**src/rtl/cbd_sampler_stream.sv**
```systemverilog
// Centred-binomial noise sampler: turns a PRF word stream into signed CBD(eta)
// coefficients, LANES per beat, for 1..MAX_POLY polynomials per run.
module cbd_sampler_stream #(
  parameter int IN_W     = 64,
  parameter int LANES    = 4,
  parameter int COEFF_W  = 8,
  parameter int MAX_POLY = 8
) (
  input  logic                                      clk_i,
  input  logic                                      rst_n_i,
  input  logic                                      run_i,
  input  logic                                      eta_i,
  input  logic [$clog2(MAX_POLY+1)-1:0]             npoly_i,
  input  logic                                      in_valid_i,
  output logic                                      in_ready_o,
  input  logic [IN_W-1:0]                           in_data_i,
  output logic                                      coef_valid_o,
  input  logic                                      coef_ready_i,
  output logic [LANES*COEFF_W-1:0]                  coef_o,
  output logic [7:0]                                coef_idx_o,
  output logic [((MAX_POLY > 1) ? $clog2(MAX_POLY) : 1)-1:0] poly_idx_o,
  output logic                                      last_o,
  output logic                                      busy_o,
  output logic                                      done_o
);

  localparam int BUF_W   = IN_W + 6 * LANES;
  localparam int FILL_W  = $clog2(BUF_W + 1);
  localparam int WORDS_W = $clog2(1536 / IN_W + 1);
  localparam int NPOLY_W = $clog2(MAX_POLY + 1);
  localparam int PIDX_W  = (MAX_POLY > 1) ? $clog2(MAX_POLY) : 1;

  localparam logic [FILL_W-1:0]  CHUNK2_BITS = FILL_W'(4 * LANES);
  localparam logic [FILL_W-1:0]  CHUNK3_BITS = FILL_W'(6 * LANES);
  localparam logic [FILL_W-1:0]  WORD_BITS   = FILL_W'(IN_W);
  localparam logic [FILL_W-1:0]  READY_MAX   = FILL_W'(BUF_W - IN_W);
  localparam logic [WORDS_W-1:0] WPP_ETA2    = WORDS_W'(1024 / IN_W);
  localparam logic [WORDS_W-1:0] WPP_ETA3    = WORDS_W'(1536 / IN_W);
  localparam logic [7:0]         LAST_IDX    = 8'(256 - LANES);
  localparam logic [7:0]         IDX_STEP    = 8'(LANES);

  localparam logic [1:0] ST_IDLE   = 2'd0;
  localparam logic [1:0] ST_SAMPLE = 2'd1;
  localparam logic [1:0] ST_FINISH = 2'd2;

  logic [1:0]         state_r;
  logic               eta_r;
  logic [NPOLY_W-1:0] npoly_r;
  logic [BUF_W-1:0]   buf_r;
  logic [FILL_W-1:0]  fill_r;
  logic [WORDS_W-1:0] words_r;
  logic [7:0]         coef_idx_r;
  logic [PIDX_W-1:0]  poly_idx_r;

  logic                     sample_s;
  logic [FILL_W-1:0]        chunk_bits_s;
  logic [WORDS_W-1:0]       wpp_s;
  logic                     in_ready_s;
  logic                     coef_valid_s;
  logic                     poly_end_s;
  logic                     last_poly_s;
  logic                     accept_s;
  logic                     consume_s;
  logic [BUF_W-1:0]         shifted_s;
  logic [FILL_W-1:0]        fill_shift_s;
  logic [BUF_W-1:0]         buf_next_s;
  logic [FILL_W-1:0]        fill_next_s;
  logic [LANES*COEFF_W-1:0] coef_s;

  // One CBD coefficient: popcount of the low eta bits minus popcount of the high eta bits.
  function automatic logic [COEFF_W-1:0] cbd_coef(input logic [5:0] chunk, input logic eta3);
    logic [2:0]        pos;
    logic [2:0]        neg;
    logic signed [3:0] diff;
    if (eta3) begin
      pos = 3'(chunk[0]) + 3'(chunk[1]) + 3'(chunk[2]);
      neg = 3'(chunk[3]) + 3'(chunk[4]) + 3'(chunk[5]);
    end else begin
      pos = 3'(chunk[0]) + 3'(chunk[1]);
      neg = 3'(chunk[2]) + 3'(chunk[3]);
    end
    diff = $signed({1'b0, pos}) - $signed({1'b0, neg});
    return COEFF_W'(diff);
  endfunction

  // Handshake qualifiers; all derived from registered state only.
  always_comb begin
    sample_s     = (state_r == ST_SAMPLE);
    chunk_bits_s = eta_r ? CHUNK3_BITS : CHUNK2_BITS;
    wpp_s        = eta_r ? WPP_ETA3 : WPP_ETA2;
    in_ready_s   = sample_s && (fill_r <= READY_MAX) && (words_r < wpp_s);
    coef_valid_s = sample_s && (fill_r >= chunk_bits_s);
    poly_end_s   = (coef_idx_r == LAST_IDX);
    last_poly_s  = (NPOLY_W'(poly_idx_r) == (npoly_r - NPOLY_W'(1)));
    accept_s     = in_valid_i && in_ready_s;
    consume_s    = coef_valid_s && coef_ready_i;
  end

  // Buffer update: drop the consumed chunk first, then append the new word above the fill.
  always_comb begin
    shifted_s    = buf_r;
    fill_shift_s = fill_r;
    if (consume_s) begin
      shifted_s    = eta_r ? (buf_r >> (6 * LANES)) : (buf_r >> (4 * LANES));
      fill_shift_s = fill_r - chunk_bits_s;
    end else begin
      shifted_s    = buf_r;
      fill_shift_s = fill_r;
    end
    buf_next_s  = shifted_s;
    fill_next_s = fill_shift_s;
    if (accept_s) begin
      buf_next_s  = shifted_s | (BUF_W'(in_data_i) << fill_shift_s);
      fill_next_s = fill_shift_s + WORD_BITS;
    end else begin
      buf_next_s  = shifted_s;
      fill_next_s = fill_shift_s;
    end
  end

  // Lane k decodes chunk k from the bottom of the buffer.
  always_comb begin
    coef_s = '0;
    for (int k = 0; k < LANES; k++) begin
      if (eta_r) begin
        coef_s[k*COEFF_W +: COEFF_W] = cbd_coef(buf_r[6*k +: 6], 1'b1);
      end else begin
        coef_s[k*COEFF_W +: COEFF_W] = cbd_coef({2'b00, buf_r[4*k +: 4]}, 1'b0);
      end
    end
  end

  // Run control, bit buffer and beat/polynomial counters.
  always_ff @(posedge clk_i or negedge rst_n_i) begin
    if (!rst_n_i) begin
      state_r    <= ST_IDLE;
      eta_r      <= 1'b0;
      npoly_r    <= '0;
      buf_r      <= '0;
      fill_r     <= '0;
      words_r    <= '0;
      coef_idx_r <= 8'd0;
      poly_idx_r <= '0;
    end else begin
      case (state_r)
        ST_IDLE: begin
          if (run_i) begin
            eta_r      <= eta_i;
            npoly_r    <= npoly_i;
            buf_r      <= '0;
            fill_r     <= '0;
            words_r    <= '0;
            coef_idx_r <= 8'd0;
            poly_idx_r <= '0;
            state_r    <= (npoly_i != NPOLY_W'(0)) ? ST_SAMPLE : ST_FINISH;
          end else begin
            state_r <= ST_IDLE;
          end
        end
        ST_SAMPLE: begin
          buf_r  <= buf_next_s;
          fill_r <= fill_next_s;
          if (consume_s && poly_end_s) begin
            words_r <= '0;
          end else if (accept_s) begin
            words_r <= words_r + WORDS_W'(1);
          end else begin
            words_r <= words_r;
          end
          if (consume_s) begin
            if (poly_end_s) begin
              coef_idx_r <= 8'd0;
              if (last_poly_s) begin
                poly_idx_r <= '0;
                state_r    <= ST_FINISH;
              end else begin
                poly_idx_r <= poly_idx_r + PIDX_W'(1);
              end
            end else begin
              coef_idx_r <= coef_idx_r + IDX_STEP;
            end
          end else begin
            coef_idx_r <= coef_idx_r;
          end
        end
        ST_FINISH: begin
          state_r <= ST_IDLE;
        end
        default: begin
          state_r <= ST_IDLE;
        end
      endcase
    end
  end

  assign in_ready_o   = in_ready_s;
  assign coef_valid_o = coef_valid_s;
  assign coef_o       = coef_s;
  assign coef_idx_o   = coef_idx_r;
  assign poly_idx_o   = poly_idx_r;
  assign last_o       = coef_valid_s && poly_end_s && last_poly_s;
  assign busy_o       = sample_s;
  assign done_o       = (state_r == ST_FINISH);

endmodule

```
**config.mk**
```make
export PLATFORM = sky130hd
export DESIGN_NAME = cbd_sampler_stream
export DESIGN_NICKNAME = d
export VERILOG_FILES = /design/src/rtl/cbd_sampler_stream.sv
export SDC_FILE = /design/constraint.sdc
export NUM_CORES = 1
export LEC_CHECK = 0
export ABC_AREA = 1
export CELL_PAD_IN_SITES_DETAIL_PLACEMENT = 1
export CELL_PAD_IN_SITES_GLOBAL_PLACEMENT = 2
export CORE_MARGIN = 2
export CORE_UTILIZATION = 31
export CTS_CLUSTER_DIAMETER = 100
export DETAILED_ROUTE_END_ITERATION = 6
export PLACE_DENSITY = 0.84
export SETUP_SLACK_MARGIN = 0.1
export SLEW_MARGIN = 20
export SYNTH_ARGS = -nofsm -noshare
export SYNTH_HDL_FRONTEND = slang
export SYNTH_SLANG_ARGS = --single-unit
```
**constraint.sdc**
```tcl
create_clock -name clk_i -period 2.9 [get_ports clk_i]
set_clock_uncertainty 0.05 [all_clocks]
set_input_delay 0.58 -clock clk_i [delete_from_list [all_inputs] [get_ports clk_i]]
set_output_delay 0.58 -clock clk_i [all_outputs]
set_load 0.02 [all_outputs]
```
==> reports/results.txt <==
Slew headroom = 61.9%
Largest family of logic cells by synthesized area = simple AND/OR/NAND/NOR gates
Die H = 183 um
Die area = 33400 um^2
Startpoint types = flop
Area of the multi-input gates = 6450 um^2
RSZ-0062 raised after global routing = true
Final worst slack = -0.172 ns
Root buf cell = clkbuf_16
Crit path kind = flop to output pin
Final Routed Wirelength = 39600 um
Endpoint type of the worst setup path = output pin
Post-Route Setup TNS = -2.95 ns
Max_cap viols = 0
# fillers = 3962
Post-DR wirelength/cell = 18.7 um
Clock Path Buffers = 2
Area grow syn2layout = 36.2%
Residual DRC = 0
Count leader, synth = nand2_1
Slew Viols, Final = 0
Fin nets = 1827
Main synth FF type = dfrtp_1
Post-synthesis mux area share = 0.808%
Post-synthesis cell area = 9910 um^2
Clk_lat worst skew = 0.42 ns
Hold Path Class = input pin to asynchronous set/reset pin
Post-DP HPWL = 29000 um
Post-layout util = 42.8%
Initial DRC Count = 659
Initial DRT Pass Iterations = 4
Area contributors post-synth = dfrtp_1 (29%), nand2_1 (20%), o21ai_0 (13%)
Tmin final = 3.07 ns
# clock sinks = 113
Die span in x = 183 um
Share of flip-flops with an asynchronous set or reset = 100%
Failing checks = negative setup slack
Post-synth top area cell = dfrtp_1
Clk slew on worst S/H paths = 0.06 ns
Yosys reg bits = 113
Synth Area in Compound Gates = 20.6%
Netlist cell types = 46
# rows = 65
Post-Synth Adder-Cell Area = 7.37%
Endpoints failing hold = 0
Core area = 31600 um^2
CTS Buf Count = 17
Setup Viol. Count Final = 24
Total Routing Usage GR = 24.0%
Grt ovf = 0
Initial antenna violation count = 1
GPL Wtd Cong = 0.864
Top-area cell type share of the netlist area = 28.5%
H-tree Lvls = 4
FMAX = 326 MHz
Crit share post-route = 106%
Avg Synthesized Cell Area = 6.46 um^2
Via count = 10996
CP arrival = 2.44 ns
Worst Tran Pin Value = 0.571 ns
Post-Syn Instances = 1535
N_diodes = 0
CP Data Required Time = 2.27 ns
Vias in the first global route = 11098
DRT antenna net count = 0
Port bufs = 119
Largest net degree at the start of global routing = 88
First-pass GRT wire length = 63100 um
Share of layout cells above drive strength 1 = 18.4%
Synth Warn # = 0
Commonest cells post-synth = nand2_1 (526), o21ai_0 (261), inv_1 (118)
Synth Area in XOR/XNOR = 1.05%
IO Pins = 122
EDFF count, synth = 0
Outcome = finished, violations left
Critical Path Fanout Max = 3
Seq/Total Area, Yosys = 28.5%
Vias per cell = 5.18
CTS tree = built
Post-Synth Simple-Gate Area = 31.0%
Sequential cell area = 2840 um^2
Initial Util = 31.4%
logic make-up after synthesis:
logic type / Yosys count
multiplexers: 8
flip-flops: 113
other: 1
AND/OR/NAND/NOR: 740
buffers and inverters: 237
AO/OA/AOI/OAI: 378
XOR/XNOR: 11
adder cells (fa/ha/maj): 47
cell type report:
type | instances | area share (%)
clock inverter | 12 | 1.69
clock buffer | 20 | 3.38
multi-input combinational | 1187 | 47.8
timing repair buffer | 264 | 18.9
tap | 402 | 3.73
sequential | 113 | 21.0
inverter | 123 | 3.48
cell usage in the layout (no fill, tap or decap), drive strengths merged, types with 6 or more instances in the layout:
cell	instances
a21oi	34
buf	174
bufinv	6
clkbuf	24
clkdlybuf4s50	83
dfrtp	113
fa	19
ha	28
inv	123
mux2i	8
nand2	537
nand3	108
nand4	9
nor2	72
nor3	6
o211ai	38
o21ai	287
xor2	7
worst paths after layout:
kind,from,end,slack (ns),cells past startpoint
worst max-delay path,buf_r[13],coef_o[18],-0.17,7
worst min-delay path,rst_n_i,fill_r[5],0.04,1
worst max register to register,eta_r,buf_r[55],0.12,17
worst min register to register,npoly_r[3],npoly_r[3],0.45,2
max in group asynchronous,rst_n_i,buf_r[1],1.92,2
min in group clk_i,npoly_r[3],npoly_r[3],0.45,2
layer usage:
metal	wire length, um	track usage, %
met2	17600	37.1
met4	787	6.34
met5	15	0
met1	19600	35.7
met3	1530	2.28
worst max-delay path, cell delays in order, from the launching register on:
cell and delay, ns:
dfrtp_2 0.45, fa_1 0.57, inv_2 0.05, ha_4 0.16
fa_2 0.36, xnor2_1 0.13, o21ai_1 0.15, buf_4 0.16
registers in the layout, indices dropped and copies added, names as in the netlist:
signal and count:
buf_r 88, coef_idx_o 6, eta_r 1, fill_r 4, npoly_r 4, poly_idx_o 3, state_r 2, words_r 5
stage by stage:
step	instances	area [um^2]	setup slack (ns)	hold WS, ns
detailed placement	2050	12000	-0.303	0.442
global placement	2050	12000	-0.218	0.433
finish	2121	13500	-0.172	0.0362
CTS	2099	13100	-0.173	0.0400
floorplan	1536	9960	0.175	0.234
global route	2121	13500	-0.267	0.0527
what timing repair did:
action | CTS | global route
hold buffers | 0 | 0
hold endpoints to repair | 0 | 0
endpoints found under the setup margin | 97 | 130
setup buffers | 14 | 20
pin swaps | 15 | 20
gates cloned | 3 | 2
resized for setup | 229 | 101
Power is not shown: default switching activity piles up to over one toggle a cycle in this logic, so the estimate is an artifact.
